## config.mk

```make
export PLATFORM = sky130hd
export DESIGN_NAME = gpio_bank_ctrl
export DESIGN_NICKNAME = d
export VERILOG_FILES = /design/src/rtl/gpio_bank_ctrl.sv
export SDC_FILE = /design/constraint.sdc
export NUM_CORES = 1
export LEC_CHECK = 0
export CAP_MARGIN = 20
export CELL_PAD_IN_SITES_DETAIL_PLACEMENT = 0
export CELL_PAD_IN_SITES_GLOBAL_PLACEMENT = 1
export CORE_AREA = 2 2 352 214
export CTS_BUF_LIST = sky130_fd_sc_hd__clkbuf_8
export DETAILED_ROUTE_END_ITERATION = 10
export DIE_AREA = 0 0 354 216
export PLACE_DENSITY_LB_ADDON = 0.05
export SETUP_SLACK_MARGIN = 0.5
export SLEW_MARGIN = 15
export SYNTH_ARGS = -nofsm -noshare
export SYNTH_HDL_FRONTEND = slang
export SYNTH_HIERARCHICAL = 1
export SYNTH_SLANG_ARGS = --single-unit
```

## constraint.sdc

```tcl
create_clock -name clk -period 9.43 [get_ports clk]
set_clock_uncertainty 0.2 [all_clocks]
set_input_delay 2.829 -clock clk [delete_from_list [all_inputs] [get_ports clk]]
set_output_delay 2.829 -clock clk [all_outputs]
set_load 0.02 [all_outputs]
```

## src/rtl/gpio_bank_ctrl.sv

```systemverilog
// GPIO bank: per-pin direction/output registers, synchronised + debounced inputs,
// edge-capture interrupts aggregated onto irq, behind a strobe/ready register port.

module gpio_bank_pin #(
  parameter int SYNC_STAGES   = 2,
  parameter int DEBOUNCE_BITS = 4
) (
  input  logic                     clk,
  input  logic                     rst,
  input  logic                     pin_i,
  input  logic [DEBOUNCE_BITS-1:0] thr_i,
  output logic                     stable_o,
  output logic                     rise_o,
  output logic                     fall_o
);
  logic [SYNC_STAGES-1:0]   sync_q;
  logic [DEBOUNCE_BITS-1:0] cnt_q, cnt_d;
  logic                     stable_q, stable_d;
  logic                     synced, upd;

  assign synced = sync_q[SYNC_STAGES-1];

  // >= rather than == so a threshold lowered mid-count still fires on the next differing cycle
  assign upd = (synced != stable_q) && (cnt_q >= thr_i);

  always_comb begin
    cnt_d    = cnt_q + 1'b1;
    stable_d = stable_q;
    if (synced == stable_q) begin
      cnt_d = '0;
    end else if (upd) begin
      cnt_d    = '0;
      stable_d = synced;
    end
  end

  always_ff @(posedge clk or posedge rst) begin
    if (rst) begin
      sync_q   <= '0;
      cnt_q    <= '0;
      stable_q <= 1'b0;
    end else begin
      sync_q   <= {sync_q[SYNC_STAGES-2:0], pin_i};
      cnt_q    <= cnt_d;
      stable_q <= stable_d;
    end
  end

  assign stable_o = stable_q;
  assign rise_o   = upd & synced;
  assign fall_o   = upd & ~synced;
endmodule

module gpio_bank_ctrl #(
  parameter int GPIO_NUMS     = 32,
  parameter int SYNC_STAGES   = 2,
  parameter int DEBOUNCE_BITS = 4
) (
  input  logic                 clk,
  input  logic                 rst,
  input  logic [3:0]           reg_addr,
  input  logic                 reg_write_en,
  input  logic                 reg_read_en,
  input  logic [31:0]          reg_wdata,
  output logic [31:0]          reg_rdata,
  output logic                 reg_ready,
  input  logic [GPIO_NUMS-1:0] gpio_in,
  output logic [GPIO_NUMS-1:0] gpio_out,
  output logic [GPIO_NUMS-1:0] gpio_oe,
  output logic                 irq
);
  localparam logic [3:0] A_DIR  = 4'd0;
  localparam logic [3:0] A_OUT  = 4'd1;
  localparam logic [3:0] A_IN   = 4'd2;
  localparam logic [3:0] A_RISE = 4'd3;
  localparam logic [3:0] A_FALL = 4'd4;
  localparam logic [3:0] A_PEND = 4'd5;
  localparam logic [3:0] A_DEB  = 4'd6;
  localparam logic [3:0] A_SET  = 4'd7;
  localparam logic [3:0] A_CLR  = 4'd8;

  logic [GPIO_NUMS-1:0]     dir_q, dir_d, out_q, out_d;
  logic [GPIO_NUMS-1:0]     rise_en_q, rise_en_d, fall_en_q, fall_en_d;
  logic [GPIO_NUMS-1:0]     pend_q, pend_d, pend_clr;
  logic [DEBOUNCE_BITS-1:0] deb_q, deb_d, thr;
  logic [31:0]              rdata_q, rdata_d, rd_val;
  logic                     ready_q, ready_d;
  logic [GPIO_NUMS-1:0]     stable, rise_evt, fall_evt, wd;

  assign wd  = reg_wdata[GPIO_NUMS-1:0];
  assign thr = (deb_q == '0) ? '0 : deb_q - 1'b1;

  for (genvar g = 0; g < GPIO_NUMS; g++) begin : g_pin
    gpio_bank_pin #(
      .SYNC_STAGES  (SYNC_STAGES),
      .DEBOUNCE_BITS(DEBOUNCE_BITS)
    ) u_pin (
      .clk     (clk),
      .rst     (rst),
      .pin_i   (gpio_in[g]),
      .thr_i   (thr),
      .stable_o(stable[g]),
      .rise_o  (rise_evt[g]),
      .fall_o  (fall_evt[g])
    );
  end

  always_comb begin
    dir_d     = dir_q;
    out_d     = out_q;
    rise_en_d = rise_en_q;
    fall_en_d = fall_en_q;
    deb_d     = deb_q;
    pend_clr  = '0;
    if (reg_write_en) begin
      case (reg_addr)
        A_DIR:   dir_d     = wd;
        A_OUT:   out_d     = wd;
        A_RISE:  rise_en_d = wd;
        A_FALL:  fall_en_d = wd;
        A_PEND:  pend_clr  = wd;
        A_DEB:   deb_d     = reg_wdata[DEBOUNCE_BITS-1:0];
        A_SET:   out_d     = out_q | wd;
        A_CLR:   out_d     = out_q & ~wd;
        default: ;
      endcase
    end
    // New edges are OR-ed in after the clear so a same-cycle edge wins
    pend_d = (pend_q & ~pend_clr) | (rise_evt & rise_en_q) | (fall_evt & fall_en_q);
  end

  always_comb begin
    rd_val = '0;
    case (reg_addr)
      A_DIR:   rd_val[GPIO_NUMS-1:0]     = dir_q;
      A_OUT:   rd_val[GPIO_NUMS-1:0]     = out_q;
      A_IN:    rd_val[GPIO_NUMS-1:0]     = stable;
      A_RISE:  rd_val[GPIO_NUMS-1:0]     = rise_en_q;
      A_FALL:  rd_val[GPIO_NUMS-1:0]     = fall_en_q;
      A_PEND:  rd_val[GPIO_NUMS-1:0]     = pend_q;
      A_DEB:   rd_val[DEBOUNCE_BITS-1:0] = deb_q;
      default: ;
    endcase
    ready_d = reg_write_en | reg_read_en;
    rdata_d = (reg_read_en && !reg_write_en) ? rd_val : '0;
  end

  always_ff @(posedge clk or posedge rst) begin
    if (rst) begin
      dir_q     <= '0;
      out_q     <= '0;
      rise_en_q <= '0;
      fall_en_q <= '0;
      pend_q    <= '0;
      deb_q     <= '0;
      rdata_q   <= '0;
      ready_q   <= 1'b0;
    end else begin
      dir_q     <= dir_d;
      out_q     <= out_d;
      rise_en_q <= rise_en_d;
      fall_en_q <= fall_en_d;
      pend_q    <= pend_d;
      deb_q     <= deb_d;
      rdata_q   <= rdata_d;
      ready_q   <= ready_d;
    end
  end

  assign reg_rdata = rdata_q;
  assign reg_ready = ready_q;
  assign gpio_oe   = dir_q;
  assign gpio_out  = out_q;
  assign irq       = |pend_q;
endmodule

```

==> Word level (Yosys, flattened, before mapping) <==
Cells that the tools add are included.
{ "totals": {"output_inout_bits": 98, "word_cells": 525, "regBits": 421} }
{ "classes": {"muxes": 71, "add_sub_neg": 33, "bitwise": 138, "n_eq_ne": 72, "reduce_logical": 75, "n_lt_le_gt_ge": 32} }
{ "op_table": {"columns": ["cell", "n"], "rows": [
  ["4-bit two-way mux", 65],
  ["28-bit case mux with 6 select lines", 1],
  ["4-bit by 1-bit adder with 4-bit output, second input constant", 32],
  ["32-bit bitwise AND", 4],
  ["4-bit >= comparator", 32],
  ["32-bit two-way mux", 3],
  ["32-bit OR", 3],
  ["32-bit case mux with 3 select lines", 1],
  ["2-bit AND reduction", 37],
  ["1-bit bitwise AND", 64],
  ["1-bit inverter", 64],
  ["32-bit inverter", 2],
  ["1-bit logical AND", 33],
  ["1-bit == test", 32],
  ["1-bit inequality test", 32],
  ["32-bit OR reduction", 1],
  ["4-bit case mux with 7 select lines", 1],
  ["4-bit by 3-bit == test with 1-bit output, second input constant", 4],
  ["4-bit by 2-bit == test with 1-bit output, second input constant", 2],
  ["4-bit logical NOT", 2],
  ["4-bit by 1-bit == test with 1-bit output, second input constant", 1],
  ["4-bit == test, second input constant", 1],
  ["4-bit by 1-bit subtractor with 4-bit output, second input constant", 1],
  ["3-bit nonzero test", 1],
  ["2 further kinds", 2]
]} }

==> Longest topological paths before layout <==
Gate-level depths: netlist of the first run.
{ "depth": {"depth_word": 8, "mapped_depth": 10, "ltp_nobuf": 10} }

==> Modules after synthesis <==
The synthesis of the first run kept the hierarchy.
{ "by_module_without_submodules": {"columns": ["module", "cells_per_inst", "instances", "area_per_inst_um2"], "rows": [
  ["gpio_bank_pin", 34, 32, 401.6],
  ["gpio_bank_ctrl", 691, 1, 8978.6]
]} }

==> Least setup slack after synthesis of the first run <==
No wires, ideal clock.
{ "synth_path": {"path_kind": "in2reg", "from": "input port reg_addr[2]", "to": "register out_q[0], in the netlist gpio_out[0]", "cell_stages": 6, "t_required_ns": 9.104, "setup_slack_ns": 4.950, "path_buffers": 2, "arrival_time_ns": 4.154, "path_cell_list": "buf_6 > or4b_4 > o21ai_4 > o21ai_4 > buf_6 > a221o_1"} }
{ "synth_between": {"elab_chain_len": 3, "elab_cells_between_ends": 6} }
{ "synth_rtl": {"columns": ["element", "line_no", "text"], "rows": [
  ["start, declared", "61", "input logic [3:0] reg_addr,"],
  ["4-bit by 1-bit == test with 1-bit output (tied with other cells)", "116", "case (reg_addr)"],
  ["3-bit nonzero test (no line)", null, null],
  ["2-bit AND reduction (no line)", null, null],
  ["end signal, assigned", "160", "out_q <= out_d;"],
  ["end, declared", "82", "logic [GPIO_NUMS-1:0] dir_q, dir_d, out_q, out_d;"]
]} }
Several ways; a longest one is shown, not always the timed one.
A chain may end at the register's enable or synchronous reset.

==> Worst setup path after layout of the first run <==
{ "layout_path": {"from": "register pend_q[23]", "to": "output port irq"} }
{ "layout_between": {"elab_chain_len": 1} }
{ "layout_rtl": {"columns": ["element", "line_no", "text"], "rows": [
  ["start, declared", "84", "logic [GPIO_NUMS-1:0] pend_q, pend_d, pend_clr;"],
  ["start signal, assigned", "163", "pend_q <= pend_d;"],
  ["32-bit OR reduction", "174", "assign irq = |pend_q;"],
  ["end, declared", "70", "output logic irq"]
]} }
Every way passes these cells.

==> impl_metrics.csv, run 1 <==
group,metric,value,unit
yosys,synth_fp_nets,2011,
clock_network,cts_hold_buf,0,
sta,tightest_slew,1.134,ns
setup_path,rr_worst_depth,10,
cells_and_area,antennaDiodeCount,0,
placement,hpwlAfterDp,46.80,mm
yosys,synth_commonest_cells,"421 x dfrtp_1, 161 x inv_1, 160 x ha_1, 141 x nor2_1, 65 x nor3b_1",
route,firstDrtPassIters,5,
cells_and_area,drive_gt1_share,16.53,%
setup_path,path_cells,"nor4_1 -> nand4_1 -> or2_2 -> clkdlybuf4s50_1",
setup_path,r2r-end,"pend_q[4]$_DFF_PP0_",
power_and_ir_drop,seqPwrFrac,37.3,%
cells_and_area,areaGrowthSynthToFinish,20.51,%
clock_network,numCtsBuffers,75,
power_and_ir_drop,power_frac_clock,23.0,%
clock_network,cts-resized-gates,0,
sta,setup_total_negative_slack,0,ns
setup_path,cp_top_family,"simple AND/OR/NAND/NOR gates",
job,drv_cap,0,
clock_network,cts_tree,"yes",
placement,globalplace.congestion,0.7691,
yosys,syn_area,0.02183,mm²
cells_and_area,postLayoutCellArea,0.02631,mm²
global_routing,antenna_found_initial,3,
route,wl_per_cell,22.39,µm
power_and_ir_drop,finalPower,0.007382,W
sta,hold_ws,0.1453,ns
clock_network,path_clk_slew,0.06,ns
die,io_pins,170,
die,start_util,29.82,%
global_routing,grt_pass1_wl,102.5,mm
cells_and_area,final_nets,2235,
setup_path,endpoint_kind,"primary output",
power_and_ir_drop,ir_drop,0.09894,mV
setup_path,reg2reg_from,"deb_q[0]$_DFFE_PP0P_",
die,die_w,354,µm
cells_and_area,regArea,0.01054,mm²
setup_path,crit_path_top_delay_cell,"nor4_1",
yosys,synthArstFlopShare,100.0,%
power_and_ir_drop,p_int,0.004720,W
sta,finalMaxSlewViolations,0,
cells_and_area,fill_cells,7263,
global_routing,overflow,0,
power_and_ir_drop,powerDensity,280.6,mW/mm²
power_and_ir_drop,p_switching,0.002662,W
route,drc,0,
setup_path,slowest_delay,0.83,ns
route,ant_nets,0,
die,die-area,0.07646,mm²
clock_network,htreeDepth,3,
yosys,synth_edf_count,0,
die,dieHeight,216,µm
worst_hold_path,hold_class,"reg2reg",
sta,fin_crit_sh,68.02,%
setup_path,crit_type,"reg2out",
yosys,synth_area_leaders,"dfrtp_1 48%, ha_1 9.2%, a2111oi_4 4.0%",
yosys,ys_types,50,
setup_path,crit_cells,4,
clock_network,clockBufferDepth,3,
yosys,ys_ff_latch,421,
setup_path,worstPathRequired,6.40,ns
route,drtIter0Drc,778,
clock_network,clk_latency,0.67,ns
placement,pre_cts_slack,2.984,ns
placement,io_buffers,169,
global_routing,track_usage,18.08,%
yosys,yosysMostFrequentCell,"dfrtp_1",
setup_path,rrSetupSlack,6.01,ns
sta,rsz0062_at_grt,"no",
sta,post-route-min-period,6.414,ns
worst_hold_path,holdPathEnd,"g_pin[8].u_pin/sync_q[1]$_DFF_PP0_",
setup_path,startpoint_type,"flop",
sta,finalHoldViolCount,0,
yosys,synth_top_area_cell,"dfrtp_1",
setup_path,worstPathArrival,3.39,ns
clock_network,root_buffer,"clkbuf_8",
setup_path,critPathMaxFanout,3,
yosys,synth_top_area_share,48.26,%
clock_network,clock-sinks,421,
cells_and_area,multi_input_area,0.01053,mm²
global_routing,grt_pass1_vias,15141,
route,via_count,14584,
worst_hold_path,hp-start,"g_pin[8].u_pin/sync_q[0]$_DFF_PP0_",
setup_path,path_buf_inv,1,
global_routing,grt_max_degree,132,
power_and_ir_drop,p_comb_share,39.6,%
clock_network,cts_setup_buffers,0,
die,placementRows,77,
route,vias_per_cell,4.791,
worst_hold_path,hold_path_depth,0,
run_status,status,"complete, no violations",
yosys,ys_seq_area_share,48.26,%
power_and_ir_drop,leakage,11.88,nW
yosys,synthCells,1779,
die,core_area,0.07322,mm²
sta,relSlewSlack,24.12,%
yosys,synth_flop_cell,"dfrtp_1",
placement,place_area,0.02481,mm²
sta,setup_viol,0,
route,wl,68.15,mm
power_and_ir_drop,p_sw_share,36.06,%
yosys,avgSynthCellArea,12.27,µm²
sta,fmax,155.9,MHz
sta,final.setup.worst_slack,3.016,ns
yosys,yosysWarnings,6,
## routing by layer
| metal | track usage, % | up-vias | part of all wire (%) | wire, µm |
|---|---|---|---|---|
| met1 | 26.92 | 7360 | 51 | 34820 |
| met2 | 26.69 | 285 | 43 | 29220 |
| met3 | 3.493 | 103 | 4.0 | 2714 |
| met4 | 4.548 | 4 | 2.0 | 1365 |
| met5 | 0 | - | 0.035 | 24 |
| li1 | - | 6832 | - | - |
## power groups by stage
| stage | registers (W) | logic [W] | clock network, W |
|---|---|---|---|
| after floorplan | 0.00267 | 0.00216 | 0 |
| final | 0.00276 | 0.00292 | 0.00170 |
| after detailed placement | 0.00278 | 0.00295 | 0 |
| after global placement | 0.00280 | 0.00291 | 0 |
| after CTS | 0.00276 | 0.00297 | 0.00178 |
| after global routing | 0.00282 | 0.00324 | 0.00186 |
## state kept, by name (all words and copies together), names as in the netlist
name                  flops
deb_q                     4
fall_en_q                32
g_pin.u_pin/cnt_q       128
g_pin.u_pin/stable_o     32
g_pin.u_pin/sync_q       64
gpio_oe                  32
gpio_out                 32
pend_q                   32
reg_rdata                32
reg_ready                 1
rise_en_q                32
## cell families after synthesis
| group | after synthesis | share of synthesized area [%] |
|---|---|---|
| AO/OA/AOI/OAI | 307 | 13.84 |
| AND/OR/NAND/NOR | 436 | 12.75 |
| flip-flops | 421 | 48.26 |
| multiplexers | 151 | 8.293 |
| buffers and inverters | 208 | 3.846 |
| adder cells (fa/ha/maj) | 160 | 9.170 |
| XOR/XNOR | 96 | 3.851 |
## worst max-delay path by stage
stage / from / end / slack [ns]
floorplan: rst / deb_q[0]$_DFFE_PP0P_ / 1.03
global placement: reg_addr[1] / gpio_out[5]$_DFFE_PP0P_ / 3.07
detailed placement: reg_addr[1] / gpio_out[1]$_DFFE_PP0P_ / 2.98
CTS: pend_q[23]$_DFF_PP0_ / irq / 2.99
global route: pend_q[23]$_DFF_PP0_ / irq / 3.04
finish: pend_q[23]$_DFF_PP0_ / irq / 3.02
## layout by cell type (no fill, tap or decap), drive strengths merged, types with 2 or more instances in the layout
| cell | instances |
|---|---|
| a2111oi | 32 |
| a21boi | 32 |
| a21oi | 8 |
| a221o | 64 |
| a221oi | 8 |
| a222oi | 4 |
| a22o | 11 |
| a22oi | 52 |
| a31oi | 24 |
| and3 | 33 |
| and3b | 32 |
| buf | 27 |
| clkbuf | 96 |
| clkdlybuf4s50 | 167 |
| clkinv | 8 |
| dfrtp | 421 |
| ha | 160 |
| inv | 187 |
| mux2 | 143 |
| mux2i | 8 |
| nand2 | 31 |
| nand2b | 35 |
| nand3 | 34 |
| nand4 | 2 |
| nor2 | 141 |
| nor2b | 8 |
| nor3 | 4 |
| nor3b | 67 |
| nor4 | 10 |
| o21a | 32 |
| o21ai | 38 |
| or2 | 34 |
| xnor2 | 32 |
| xor2 | 64 |
## per-stage QoR
step	std cells	util [%]
after floorplan	1779	-
after global placement	2910	33.81
after detailed placement	2912	33.89
after CTS	3043	35.89
after global routing	3044	35.93
final	3044	35.93
## layout make-up
class                   instances  area share, %
well taps                     987          4.694
clock inverters                35         0.5517
flip-flops and latches        421          40.05
multi-input cells            1150          40.03
clock buffers                  96          5.022
inverters                     161          2.326
repair buffers                194          7.334
No activity file was read; power rests on OpenSTA's default activity.
==> run 2, diff against run 1 <==
Clock period 9.43 ns to 5.93 ns, I/O delays scaled along.
==> impl_metrics.csv, run 2 (synthesis results as in run 1) <==
group,metric,value,unit
setup_path,startpoint,"pend_q[23]$_DFF_PP0_",
sta,fin_crit_sh,87.73,%
setup_path,crit_path_end,"irq",
power_and_ir_drop,power_frac_clock,24.1,%
route,drtIter0Drc,975,
setup_path,worstPathArrival,3.22,ns
sta,setup_total_negative_slack,0,ns
setup_path,startpoint_type,"flop",
global_routing,track_usage,18.43,%
cells_and_area,areaGrowthSynthToFinish,21.11,%
clock_network,htreeDepth,3,
clock_network,clock-sinks,421,
cells_and_area,final_cell_mix,"421 x dfrtp_1, 182 x inv_1, 167 x clkdlybuf4s50_1",
setup_path,r2r-end,"pend_q[10]$_DFF_PP0_",
clock_network,clockBufferDepth,3,
clock_network,cts_setup_buffers,0,
clock_network,cts_tree,"yes",
power_and_ir_drop,ir_drop,0.1874,mV
route,drc,0,
cells_and_area,top_regs,"g_pin.u_pin/cnt_q: 128 flops, g_pin.u_pin/sync_q: 64 flops",
die,core_area,0.07322,mm²
cells_and_area,drive_gt1_share,16.84,%
setup_path,reg2reg_from,"deb_q[0]$_DFFE_PP0P_",
worst_hold_path,hold_class,"reg2reg",
route,wl_per_cell,22.70,µm
cells_and_area,fin_util,36.11,%
route,via_count,14633,
global_routing,grt_pass1_vias,15419,
setup_path,crit_type,"reg2out",
placement,io_buffers,169,
route,top_layer,"met5",
setup_path,worstPathRequired,3.95,ns
die,die_w,354,µm
power_and_ir_drop,powerDensity,453.0,mW/mm²
clock_network,numCtsBuffers,75,
sta,tightest_slew,1.021,ns
power_and_ir_drop,p_comb_share,39.1,%
setup_path,rr_worst_depth,10,
die,die-area,0.07646,mm²
global_routing,overflow,0,
clock_network,path_clk_slew,0.06,ns
route,wl_met2,29.30,mm
setup_path,rrSetupSlack,2.24,ns
sta,fmax,192.2,MHz
sta,finalMaxSlewViolations,0,
route,vias_per_cell,4.798,
power_and_ir_drop,p_int,0.007665,W
setup_path,critPathMaxFanout,3,
global_routing,antenna_found_initial,4,
cells_and_area,postLayoutCellArea,0.02644,mm²
route,ant_nets,0,
route,wl_met3,3.085,mm
placement,place_area,0.02489,mm²
sta,relSlewSlack,31.70,%
cells_and_area,final_nets,2242,
route,wl,69.23,mm
sta,finalHoldViolCount,0,
sta,setup_viol,0,
power_and_ir_drop,p_switching,0.004313,W
die,start_util,29.82,%
die,placementRows,77,
global_routing,grt_max_degree,91,
placement,hpwlAfterDp,48.69,mm
clock_network,cts_hold_buf,0,
placement,globalplace.congestion,0.7635,
power_and_ir_drop,seqPwrFrac,36.9,%
die,dieHeight,216,µm
sta,rsz0062_at_grt,"no",
route,firstDrtPassIters,5,
global_routing,grt_pass1_wl,104.2,mm
job,drv_cap,0,
clock_network,cts-resized-gates,0,
cells_and_area,largest_reg_flops,128,
sta,post-route-min-period,5.202,ns
power_and_ir_drop,p_sw_share,36.01,%
clock_network,clk_latency,0.68,ns
cells_and_area,final_common_cell,"dfrtp_1",
setup_path,endpoint_kind,"primary output",
cells_and_area,top_register,"g_pin.u_pin/cnt_q",
route,wl_met1,35.59,mm
power_and_ir_drop,leakage,11.91,nW
die,io_pins,170,
run_status,status,"complete, no violations",
clock_network,root_buffer,"clkbuf_8",
==> run 2: changes by cell type in the layout (fill, tap and decap cells not counted) <==
cell	change
buf_12	+4
inv_8	-1
inv_1	-4
buf_16	-3
buf_8	+1
diode_2	+3
clkbuf_8	+2
bufinv_16	+3
clkinv_2	-5
clkinvlp_4	+1
buf_4	+5
==> run 2: cell type report <==
cell class / instances / area (µm²)
diodes: 3 / 7.507
clock buffers: 98 / 1349
well taps: 987 / 1235
repair buffers: 201 / 1979
multi-input cells: 1150 / 10530
clock inverters: 29 / 195.2
flip-flops and latches: 421 / 10540
fillers: 7234 / 46780
inverters: 161 / 608.1
==> run 2: worst min-delay path by stage <==
stage	from	to	slack (ns)	depth (start not counted)
floorplan	g_pin[0].u_pin/sync_q[0]$_DFF_PP0_	g_pin[0].u_pin/sync_q[1]$_DFF_PP0_	0.13	0
global placement	g_pin[10].u_pin/sync_q[0]$_DFF_PP0_	g_pin[10].u_pin/sync_q[1]$_DFF_PP0_	0.13	0
detailed placement	g_pin[10].u_pin/sync_q[0]$_DFF_PP0_	g_pin[10].u_pin/sync_q[1]$_DFF_PP0_	0.13	0
CTS	g_pin[27].u_pin/sync_q[0]$_DFF_PP0_	g_pin[27].u_pin/sync_q[1]$_DFF_PP0_	0.15	0
global route	g_pin[10].u_pin/sync_q[0]$_DFF_PP0_	g_pin[10].u_pin/sync_q[1]$_DFF_PP0_	0.16	0
finish	g_pin[0].u_pin/sync_q[0]$_DFF_PP0_	g_pin[0].u_pin/sync_q[1]$_DFF_PP0_	0.15	0
==> run 2: stage by stage <==
stage / worst slack [ns] / instances / power, W / hold WS [ns]
2_1_floorplan: 1.405 / 1779 / 0.007679 / 0.1312
3_3_place_gp: 1.009 / 2919 / 0.009137 / 0.1335
3_5_place_dp: 1.227 / 2920 / 0.009182 / 0.1347
4_1_cts: 0.7088 / 3047 / 0.01219 / 0.1473
5_1_grt: 0.6909 / 3049 / 0.01283 / 0.1551
6_report: 0.7279 / 3050 / 0.01198 / 0.1454
==> run 2: power by group through the flow <==
stage / Sequential (W) / Clock [W] / Combinational, W
floorplan: 0.00425 / 0 / 0.00343
global placement: 0.00448 / 0 / 0.00466
detailed placement: 0.00446 / 0 / 0.00472
CTS: 0.00442 / 0.00301 / 0.00475
global route: 0.00452 / 0.00315 / 0.00517
finish: 0.00442 / 0.00288 / 0.00468
==> run 2: metal layers <==
layer / global-route usage [%] / vias to the layer above
met1: 27.41 / 7422
li1: - / 6859
met4: 4.251 / 2
met5: 0 / -
met3: 4.288 / 83
met2: 26.87 / 267
==> run 2: critical path: stages, from the launching register on <==
cell	delay, ns
dfrtp_1	0.42
nor4_1	0.70
nand4_1	0.39
or2_2	0.47
clkdlybuf4s50_1	0.57
